===== src/rtl/mc_control_unit.sv =====
// Multicycle control FSM for the 32-bit MIPS-subset datapath.
// Moore decode of the state register; only PCLoad in BRANCH follows Zero directly.
module mc_control_unit (
    input  logic       clk,
    input  logic       reset,
    input  logic [5:0] Opcode,
    input  logic [5:0] Funct,
    input  logic       Zero,
    input  logic       Overflow,
    output logic       IorD,
    output logic       MemRead,
    output logic       MemWrite,
    output logic       IRWrite,
    output logic       RegDst,
    output logic       MemtoReg,
    output logic       RegWrite,
    output logic       ALUSrcA,
    output logic [1:0] ALUSrcB,
    output logic [2:0] ALUFunc,
    output logic [1:0] PCSource,
    output logic       PCLoad,
    output logic       Trap,
    output logic [3:0] State
);

    typedef enum logic [3:0] {
        S_FETCH      = 4'd0,
        S_FETCH_WAIT = 4'd1,
        S_DECODE     = 4'd2,
        S_MEM_ADDR   = 4'd3,
        S_MEM_READ   = 4'd4,
        S_MEM_WAIT   = 4'd5,
        S_MEM_WB     = 4'd6,
        S_MEM_WRITE  = 4'd7,
        S_EXECUTE    = 4'd8,
        S_R_WB       = 4'd9,
        S_BRANCH     = 4'd10,
        S_JUMP       = 4'd11,
        S_ADDI_EXEC  = 4'd12,
        S_ADDI_WB    = 4'd13,
        S_TRAP       = 4'd14,
        S_UNUSED     = 4'd15
    } state_t;

    localparam logic [5:0] OP_RTYPE = 6'b000000;
    localparam logic [5:0] OP_LW    = 6'b100011;
    localparam logic [5:0] OP_SW    = 6'b101011;
    localparam logic [5:0] OP_BEQ   = 6'b000100;
    localparam logic [5:0] OP_J     = 6'b000010;
    localparam logic [5:0] OP_ADDI  = 6'b001000;

    localparam logic [5:0] FN_ADD = 6'h20;
    localparam logic [5:0] FN_SUB = 6'h22;
    localparam logic [5:0] FN_AND = 6'h24;
    localparam logic [5:0] FN_XOR = 6'h26;

    localparam logic [2:0] ALU_ADD = 3'b001;
    localparam logic [2:0] ALU_SUB = 3'b010;
    localparam logic [2:0] ALU_AND = 3'b011;
    localparam logic [2:0] ALU_XOR = 3'b110;

    function automatic logic funct_legal(input logic [5:0] f);
        logic ok;
        case (f)
            FN_ADD, FN_SUB, FN_AND, FN_XOR: ok = 1'b1;
            default:                        ok = 1'b0;
        endcase
        return ok;
    endfunction

    function automatic logic [2:0] funct_alu(input logic [5:0] f);
        logic [2:0] sel;
        case (f)
            FN_ADD:  sel = ALU_ADD;
            FN_SUB:  sel = ALU_SUB;
            FN_AND:  sel = ALU_AND;
            FN_XOR:  sel = ALU_XOR;
            default: sel = ALU_ADD;
        endcase
        return sel;
    endfunction

    state_t     state_r;
    state_t     state_next_s;
    logic       is_sw_r;
    logic [2:0] rfunc_r;
    logic       ovf_trap_r;

    logic       iord_s;
    logic       mem_read_s;
    logic       mem_write_s;
    logic       ir_write_s;
    logic       reg_dst_s;
    logic       mem_to_reg_s;
    logic       reg_write_s;
    logic       alu_src_a_s;
    logic [1:0] alu_src_b_s;
    logic [2:0] alu_func_s;
    logic [1:0] pc_source_s;
    logic       pc_load_s;
    logic       trap_s;
    logic [3:0] state_dbg_s;

    // State register; opcode/funct facts are captured once, on the edge leaving DECODE.
    always_ff @(posedge clk) begin
        if (reset) begin
            state_r    <= S_FETCH;
            is_sw_r    <= 1'b0;
            rfunc_r    <= ALU_ADD;
            ovf_trap_r <= 1'b0;
        end else begin
            state_r <= state_next_s;
            if (state_r == S_DECODE) begin
                is_sw_r    <= (Opcode == OP_SW);
                rfunc_r    <= funct_alu(Funct);
                ovf_trap_r <= (Funct == FN_ADD) || (Funct == FN_SUB);
            end else begin
                is_sw_r    <= is_sw_r;
                rfunc_r    <= rfunc_r;
                ovf_trap_r <= ovf_trap_r;
            end
        end
    end

    // Next-state logic.
    always_comb begin
        state_next_s = S_FETCH;
        case (state_r)
            S_FETCH:      state_next_s = S_FETCH_WAIT;
            S_FETCH_WAIT: state_next_s = S_DECODE;
            S_DECODE: begin
                case (Opcode)
                    OP_LW, OP_SW: state_next_s = S_MEM_ADDR;
                    OP_RTYPE:     state_next_s = funct_legal(Funct) ? S_EXECUTE : S_TRAP;
                    OP_BEQ:       state_next_s = S_BRANCH;
                    OP_J:         state_next_s = S_JUMP;
                    OP_ADDI:      state_next_s = S_ADDI_EXEC;
                    default:      state_next_s = S_TRAP;
                endcase
            end
            S_MEM_ADDR:   state_next_s = is_sw_r ? S_MEM_WRITE : S_MEM_READ;
            S_MEM_READ:   state_next_s = S_MEM_WAIT;
            S_MEM_WAIT:   state_next_s = S_MEM_WB;
            S_MEM_WB:     state_next_s = S_FETCH;
            S_MEM_WRITE:  state_next_s = S_FETCH;
            // and/xor never trap, whatever the flag says
            S_EXECUTE:    state_next_s = (Overflow && ovf_trap_r) ? S_TRAP : S_R_WB;
            S_R_WB:       state_next_s = S_FETCH;
            S_BRANCH:     state_next_s = S_FETCH;
            S_JUMP:       state_next_s = S_FETCH;
            S_ADDI_EXEC:  state_next_s = Overflow ? S_TRAP : S_ADDI_WB;
            S_ADDI_WB:    state_next_s = S_FETCH;
            S_TRAP:       state_next_s = S_FETCH;
            default:      state_next_s = S_FETCH;
        endcase
    end

    // Output decode; reset forces everything (including ALUFunc and State) to zero.
    always_comb begin
        iord_s       = 1'b0;
        mem_read_s   = 1'b0;
        mem_write_s  = 1'b0;
        ir_write_s   = 1'b0;
        reg_dst_s    = 1'b0;
        mem_to_reg_s = 1'b0;
        reg_write_s  = 1'b0;
        alu_src_a_s  = 1'b0;
        alu_src_b_s  = 2'b00;
        alu_func_s   = 3'b000;
        pc_source_s  = 2'b00;
        pc_load_s    = 1'b0;
        trap_s       = 1'b0;
        state_dbg_s  = 4'd0;
        if (reset) begin
            state_dbg_s = 4'd0;
        end else begin
            state_dbg_s = state_r;
            alu_func_s  = ALU_ADD;
            case (state_r)
                S_FETCH: begin
                    mem_read_s  = 1'b1;
                    alu_src_b_s = 2'b01;
                    pc_load_s   = 1'b1;
                end
                S_FETCH_WAIT: ir_write_s  = 1'b1;
                S_DECODE:     alu_src_b_s = 2'b11;
                S_MEM_ADDR: begin
                    alu_src_a_s = 1'b1;
                    alu_src_b_s = 2'b10;
                end
                S_MEM_READ: begin
                    iord_s     = 1'b1;
                    mem_read_s = 1'b1;
                end
                // address held on ALUOut while MDR captures
                S_MEM_WAIT:   iord_s = 1'b1;
                S_MEM_WB: begin
                    mem_to_reg_s = 1'b1;
                    reg_write_s  = 1'b1;
                end
                S_MEM_WRITE: begin
                    iord_s      = 1'b1;
                    mem_write_s = 1'b1;
                end
                S_EXECUTE: begin
                    alu_src_a_s = 1'b1;
                    alu_func_s  = rfunc_r;
                end
                S_R_WB: begin
                    reg_dst_s   = 1'b1;
                    reg_write_s = 1'b1;
                end
                S_BRANCH: begin
                    alu_src_a_s = 1'b1;
                    alu_func_s  = ALU_SUB;
                    pc_source_s = 2'b01;
                    pc_load_s   = Zero;
                end
                S_JUMP: begin
                    pc_source_s = 2'b10;
                    pc_load_s   = 1'b1;
                end
                S_ADDI_EXEC: begin
                    alu_src_a_s = 1'b1;
                    alu_src_b_s = 2'b10;
                end
                S_ADDI_WB:    reg_write_s = 1'b1;
                S_TRAP:       trap_s = 1'b1;
                default:      trap_s = 1'b1;
            endcase
        end
    end

    assign IorD     = iord_s;
    assign MemRead  = mem_read_s;
    assign MemWrite = mem_write_s;
    assign IRWrite  = ir_write_s;
    assign RegDst   = reg_dst_s;
    assign MemtoReg = mem_to_reg_s;
    assign RegWrite = reg_write_s;
    assign ALUSrcA  = alu_src_a_s;
    assign ALUSrcB  = alu_src_b_s;
    assign ALUFunc  = alu_func_s;
    assign PCSource = pc_source_s;
    assign PCLoad   = pc_load_s;
    assign Trap     = trap_s;
    assign State    = state_dbg_s;

endmodule


===== config.mk =====
export PLATFORM = sky130hd
export DESIGN_NAME = mc_control_unit
export DESIGN_NICKNAME = d
export VERILOG_FILES = /design/src/rtl/mc_control_unit.sv
export SDC_FILE = /design/constraint.sdc
export NUM_CORES = 1
export LEC_CHECK = 0
export CAP_MARGIN = 0
export CORE_MARGIN = 3
export CORE_UTILIZATION = 40
export CTS_CLUSTER_DIAMETER = 60
export DETAILED_ROUTE_END_ITERATION = 10
export PLACE_DENSITY = 0.79
export SLEW_MARGIN = 20
export SYNTH_ARGS = -nofsm -noshare
export SYNTH_HDL_FRONTEND = slang
export SYNTH_SLANG_ARGS = --single-unit
export TNS_END_PERCENT = 1

===== constraint.sdc =====
create_clock -name clk -period 1.5 [get_ports clk]
set_input_delay 0.15 -clock clk [delete_from_list [all_inputs] [get_ports clk]]
set_output_delay 0.15 -clock clk [all_outputs]
set_load 0.005 [all_outputs]

==> flow_summary_export.csv, run 1 <==
group,metric,value,unit
outcome,run_status,"finished, violations left",
outcome,failed_checks,"setup timing",
floorplanning,die_area,2490,sq um
yosys,syn-cell-area,771,sq um
sta,final-setup-viol-count,4,
clocking,numCtsBuffers,3,
sta,worst_slack,-0.219,ns
clocking,tritoncts,"built",
drt,avgRoutedWirePerCell,13.6,microns
cells_and_area,final_cells,197,
placement,buffer_ports.inserted,36,
min_path,holdCritPathClass,"reg -> reg",
clocking,cts-root-buf,"sky130_fd_sc_hd__clkbuf_4",
sta,finalMaxSlewViolations,0,
yosys,post_synth_top_flop,"sky130_fd_sc_hd__dfxtp_1",
power_and_ir_drop,vdd_drop_max,1190,uV
global_route,number_of_antenna_violations_at_the_first_check_in_global_routing,0,
yosys,ys_seq_elements,9,
power_and_ir_drop,power.total,1.71,mW
placement,post-place-cells,193,
power_and_ir_drop,power.internal,1.01,mW
sta,timing.setup.tns,-0.599,ns
sta,maxClockFrequency,582,MHz
worst_setup_path,critical_path_class,"reg -> out",
sta,fin_crit_sh,1.15,
sta,post-route-min-period,1.72,ns
cells_and_area,postLayoutCoreUtil,0.802,
yosys,syn-instance-count,114,
sta,worst_slew_pin_slew,0.423,ns
yosys,synthArstFlopShare,0,
drt,routed_wirelength,2670,microns
worst_setup_path,crit_path_max_fanout,9,
drt,detail_route.first_pass.iterations,4,
drt,drt_drc_violations_left,0,
floorplanning,die_x,49.9,microns
floorplanning,core-area,1760,sq um
flow_run,maxCapViolations,0,
cells_and_area,layout.cells.most_common,"sky130_fd_sc_hd__buf_4",
sta,final_hold_vio_count,0,
placement,dp_hpwl,2040,microns
yosys,synth_area_per_cell,6.76,sq um
sta,rsz0062_at_grt,"true",
global_route,track_usage,0.217,
cells_and_area,drive_gt1_frac,0.314,
power_and_ir_drop,pwr-share-comb,0.638,
cells_and_area,syn2layout_area_growth,83.6,%
global_route,global_route_wire_length_before_repair,4260,microns
sta,hold_ws,0.456,ns
yosys,synth_edf_count,0,
power_and_ir_drop,sequential_share_of_power,0.251,
clocking,clk_sinks,9,
clocking,h-tree-depth,1,
worst_setup_path,required,1.35,ns
cells_and_area,nNetsFinal,189,
drt,ant_nets,0,
clocking,post_cts_hold_buffer_count,0,
drt,first_iter_violations,14,
cells_and_area,num_antenna_cells,0,
floorplanning,die_h,49.9,microns
drt,vias,1077,
floorplanning,initial_core_util,0.437,
power_and_ir_drop,p_sw,0.705,mW
worst_setup_path,worst_ep_arrival_time,1.57,ns
drt,vias_per_cell,5.47,
cells_and_area,fillerInstances,138,
global_route,via_count_of_the_first_global_routing_pass,1034,
sta,max_slew_margin,0.718,
yosys,synth.distinct_cells,32,
yosys,yosysWarningCount,0,
clocking,clk_transition_reported_paths,0.06,ns
cells_and_area,commonest_non_fill_non_tap_cells_in_the_layout,"sky130_fd_sc_hd__buf_4, sky130_fd_sc_hd__clkdlybuf4s50_1, sky130_fd_sc_hd__a21oi_1, sky130_fd_sc_hd__nand2_1",
floorplanning,row_count,15,
worst_setup_path,setup.worst_path.start_class,"flop",
yosys,synth-seq-area-share,0.234,
global_route,grt_start_max_net_pins,11,
clocking,insertion_delay,0.26,ns
power_and_ir_drop,share_of_total_power_in_the_clock_network,0.111,
power_and_ir_drop,power_density,1210,nW/um^2
floorplanning,design.portCount,37,
power_and_ir_drop,total_leakage_power,0.677,nW
power_and_ir_drop,power_switching_share,0.412,
yosys,synth_fp_nets,130,
sta,finalClockSkew,0.00259,ns
global_route,grt_overflow,0,
clocking,clock_tree.buffer_depth,2,
worst_setup_path,worst_setup_path_end_kind,"output port",
placement,global_placement_routability_congestion,0.914,
==> metrics by stage <==
step	setup WS, ns	area [sq um]
after global placement	-0.310	1320
after floorplan	0.353	771
after global routing	-0.329	1420
final	-0.219	1420
after detailed placement	-0.358	1320
after CTS	-0.280	1360
==> path summary, 6_finish.rpt <==
kind	endpoint	slack (ns)	cells after the start	startpoint
worst max-delay path	ALUSrcB[1]	-0.22	4	state_r[1]
worst min-delay path	rfunc_r[2]	0.46	2	rfunc_r[2]
worst max register to register	state_r[0]	0.15	5	state_r[0]
worst min register to register	rfunc_r[2]	0.46	2	rfunc_r[2]
==> power by group through the flow <==
| stage | combinational, mW | sequential [mW] | clock, mW |
|---|---|---|---|
| 3_5_place_dp | 1.04 | 0.389 | 0 |
| 5_1_grt | 1.17 | 0.442 | 0.209 |
| 2_1_floorplan | 0.535 | 0.316 | 0 |
| 4_1_cts | 1.04 | 0.411 | 0.195 |
| 3_3_place_gp | 1.01 | 0.386 | 0 |
| 6_report | 1.09 | 0.429 | 0.190 |
==> final cells by class <==
cell class	instances	area, sq um	area share
Clock buffer	4	26.3	0.0186
Inverter	5	18.8	0.0133
Multi-Input combinational cell	91	584	0.413
Sequential cell	9	195	0.138
Tap cell	25	31.3	0.0221
Timing Repair Buffer	63	559	0.395
==> cells in the mapped netlist (4+ instances only) <==
cell / n / area (sq um)
sky130_fd_sc_hd__a21oi_1: 13 / 65.1
sky130_fd_sc_hd__buf_2: 7 / 35.0
sky130_fd_sc_hd__dfxtp_1: 9 / 180
sky130_fd_sc_hd__inv_1: 4 / 15.0
sky130_fd_sc_hd__nand2_1: 10 / 37.5
sky130_fd_sc_hd__nand3_1: 5 / 25.0
sky130_fd_sc_hd__nor2_1: 13 / 48.8
sky130_fd_sc_hd__nor3_1: 10 / 50.1
sky130_fd_sc_hd__nor4_1: 5 / 31.3
sky130_fd_sc_hd__o211ai_1: 4 / 30.0
==> worst max-delay path: stages (launching register included) <==
cell                              delay, ns
sky130_fd_sc_hd__dfxtp_4               0.38
sky130_fd_sc_hd__nor2_2                0.15
sky130_fd_sc_hd__nand3_1               0.12
sky130_fd_sc_hd__a21oi_2               0.15
sky130_fd_sc_hd__clkdlybuf4s50_1       0.51
==> flip-flops by register name, summed over array words and instances (netlist names) <==
name / cells
rfunc_r: 3
state_r: 4
ovf_trap_r: 1
is_sw_r: 1
==> layer usage <==
| layer | vias up | GRT usage | routed length, microns |
|---|---|---|---|
| met5 | - | 0 | 0 |
| met1 | 498 | 0.218 | 1110 |
| met4 | 0 | 0.0968 | 58 |
| met3 | 6 | 0.0242 | 118 |
| li1 | 535 | - | - |
| met2 | 38 | 0.436 | 1380 |
==> what timing repair did <==
| action | CTS | global route |
|---|---|---|
| resized for setup | 26 | 21 |
| setup endpoints to repair | 21 | 16 |
| buffers inserted | 0 | 0 |
| endpoints found under the hold margin | 0 | 0 |
| pin swaps | 0 | 2 |
==> cells by family after synthesis <==
group                  synth area share
and+or+nand+nor                   0.450
DFF                               0.234
AOI/OAI and AO/OA                 0.219
buffers and inverters            0.0844
muxes                            0.0130
Power figures use the tool's default switching activity.
==> inputs of run 2 (changes only) <==
CELL_PAD_IN_SITES_DETAIL_PLACEMENT = 1   (was unset)
CELL_PAD_IN_SITES_GLOBAL_PLACEMENT = 1   (was unset)
CORE_UTILIZATION = 27   (was 40)
PLACE_DENSITY = unset   (was 0.79)
PLACE_DENSITY_LB_ADDON = 0.1   (was unset)
==> run 2 against run 1 <==
The run still ends with setup timing left. First-iteration DRC count is 36% higher. Sequential cell count stayed put. Register-to-register slack worse by 0.04 ns. Combinational power is 9% higher. Final area is 2.7% higher. Setup slack worse by 0.028 ns. Wire length is 13% higher. Clock skew is 0.0017 ns higher. Clock power is 4% lower. Non-clock buffer count is 5 higher. Hold slack worse by 0.0012 ns. Die area is 42% higher. Critical path type unchanged.
==> flow_summary_export.csv, run 2 (synthesis results as in run 1) <==
group,metric,value,unit
power_and_ir_drop,p_sw,0.748,mW
cells_and_area,max_flop_register,"state_r",
worst_setup_path,critical_path_class,"reg -> out",
drt,vias_per_cell,5.25,
worst_setup_path,reg2reg_setup_slack,0.11,ns
sta,finalMaxSlewViolations,0,
worst_setup_path,required,1.35,ns
floorplanning,die_area,3530,sq um
floorplanning,row_count,18,
flow_run,maxCapViolations,0,
clocking,numCtsBuffers,3,
drt,avgRoutedWirePerCell,14.6,microns
clocking,clock_tree.buffer_depth,2,
worst_setup_path,crit_path_max_fanout,6,
drt,routed_wirelength,3020,microns
placement,dp_hpwl,2370,microns
worst_setup_path,setup.worst_path.start_class,"flop",
cells_and_area,num_antenna_cells,0,
min_path,holdCritPathClass,"in -> reg",
placement,buffer_ports.inserted,36,
clocking,insertion_delay,0.26,ns
global_route,track_usage,0.183,
sta,fin_crit_sh,1.16,
power_and_ir_drop,power_density,1240,nW/um^2
power_and_ir_drop,sequential_share_of_power,0.239,
cells_and_area,nNetsFinal,194,
sta,hold_ws,0.455,ns
global_route,grt_start_max_net_pins,12,
cells_and_area,layout.cells.most_common,"sky130_fd_sc_hd__buf_4",
sta,final-setup-viol-count,2,
sta,worst_slack,-0.246,ns
placement,detailedPlace.worstSlack,-0.311,ns
power_and_ir_drop,share_of_total_power_in_the_clock_network,0.102,
sta,post-route-min-period,1.75,ns
clocking,clk_transition_reported_paths,0.06,ns
sta,finalClockSkew,0.00428,ns
global_route,met3_usage,0.0261,
min_path,hold_critical_path_depth,3,
placement,global_placement_routability_congestion,0.810,
outcome,run_status,"finished, violations left",
global_route,via_count_of_the_first_global_routing_pass,1131,
clocking,post_cts_hold_buffer_count,0,
cells_and_area,syn2layout_area_growth,88.6,%
clocking,tritoncts,"built",
clocking,cts-root-buf,"sky130_fd_sc_hd__clkbuf_4",
global_route,gr-max-usage-layer,"met2",
global_route,grt_overflow,0,
global_route,global_route.usage.met1,0.200,
power_and_ir_drop,vdd_drop_max,667,uV
sta,timing.setup.tns,-0.262,ns
cells_and_area,drive_gt1_frac,0.384,
power_and_ir_drop,power.internal,1.05,mW
floorplanning,die_x,59.4,microns
drt,first_iter_violations,19,
worst_setup_path,worst_setup_path_end_kind,"output port",
floorplanning,initial_core_util,0.298,
cells_and_area,largest_register_ff_count,4,
clocking,h-tree-depth,1,
sta,max_slew_margin,0.793,
sta,rsz0062_at_grt,"true",
worst_setup_path,worst_ep_arrival_time,1.60,ns
sta,worst_slew_pin_slew,0.309,ns
global_route,global_route_wire_length_before_repair,4970,microns
cells_and_area,registers_with_the_highest_flip_flop_counts,"state_r: 4 flops, rfunc_r: 3 flops",
clocking,clk_sinks,9,
global_route,grt.met2_usage,0.348,
power_and_ir_drop,total_leakage_power,0.640,nW
outcome,failed_checks,"setup timing",
drt,drt_drc_violations_left,0,
global_route,number_of_antenna_violations_at_the_first_check_in_global_routing,0,
worst_setup_path,worst-r2r-cell-count,6,
drt,detail_route.first_pass.iterations,4,
floorplanning,core-area,2590,sq um
sta,maxClockFrequency,573,MHz
floorplanning,die_h,59.4,microns
power_and_ir_drop,power_switching_share,0.415,
drt,vias,1086,
drt,ant_nets,0,
power_and_ir_drop,power.total,1.80,mW
power_and_ir_drop,pwr-share-comb,0.659,
floorplanning,design.portCount,37,
sta,final_hold_vio_count,0,
cells_and_area,commonest_non_fill_non_tap_cells_in_the_layout,"sky130_fd_sc_hd__buf_4, sky130_fd_sc_hd__clkdlybuf4s50_1, sky130_fd_sc_hd__a21oi_1, sky130_fd_sc_hd__nand2_1, sky130_fd_sc_hd__nor2_1",
[run 2: cell count changes in the layout (fill, tap and decap cells not counted), moves of 2 or more]
cell	change
sky130_fd_sc_hd__dlymetal6s2s_1	-3
sky130_fd_sc_hd__dlygate4sd2_1	-4
sky130_fd_sc_hd__buf_4	+4
sky130_fd_sc_hd__clkdlybuf4s15_1	+3
sky130_fd_sc_hd__nor4_1	-2
sky130_fd_sc_hd__nor4_2	+2
sky130_fd_sc_hd__clkbuf_2	+5
sky130_fd_sc_hd__clkdlybuf4s50_1	-2
[run 2: power by group through the flow]
| stage | registers [mW] | logic [mW] | clock network, mW |
|---|---|---|---|
| after floorplan | 0.316 | 0.535 | 0 |
| after global placement | 0.397 | 1.07 | 0 |
| after detailed placement | 0.398 | 1.10 | 0 |
| after CTS | 0.414 | 1.14 | 0.196 |
| after global routing | 0.439 | 1.30 | 0.216 |
| final | 0.430 | 1.19 | 0.183 |
[run 2: timing repair]
item,in CTS,in global routing
endpoints found under the setup margin,21,23
buffers inserted,1,0
cloned,0,0
resized for setup,39,32
pin swaps,0,4
[run 2: stage by stage]
stage,std cells,utilization,instance area [sq um]
2_1_floorplan,114,-,771
3_3_place_gp,202,0.523,1360
3_5_place_dp,202,0.523,1360
4_1_cts,207,0.551,1430
5_1_grt,207,0.561,1450
6_report,207,0.561,1450
[run 2: final timing paths]
check,start,to
hold reg to reg,rfunc_r[1],rfunc_r[1]
setup reg to reg,state_r[1],state_r[0]
setup / recovery,state_r[1],ALUSrcB[1]
hold / removal,reset,rfunc_r[1]
[run 2: metal layers]
metal  up-vias  wire, microns
met4         0             38
met3         4            170
met1       509           1250
li1        543              -
met2        30           1560
met5         -              0
[run 2: final cells by class]
type	instances	area [sq um]
Inverter	5	21.3
Timing Repair Buffer	68	574
Fill cell	331	1140
Sequential cell	9	195
Multi-Input combinational cell	91	599
Tap cell	30	37.5
Clock buffer	4	26.3
[run 2: critical path, stage by stage, from the launching register on]
cell and delay (ns):
sky130_fd_sc_hd__dfxtp_4 0.37, sky130_fd_sc_hd__nor2_2 0.15, sky130_fd_sc_hd__nand3_1 0.11, sky130_fd_sc_hd__a21oi_1 0.19, sky130_fd_sc_hd__clkdlybuf4s50_1 0.52
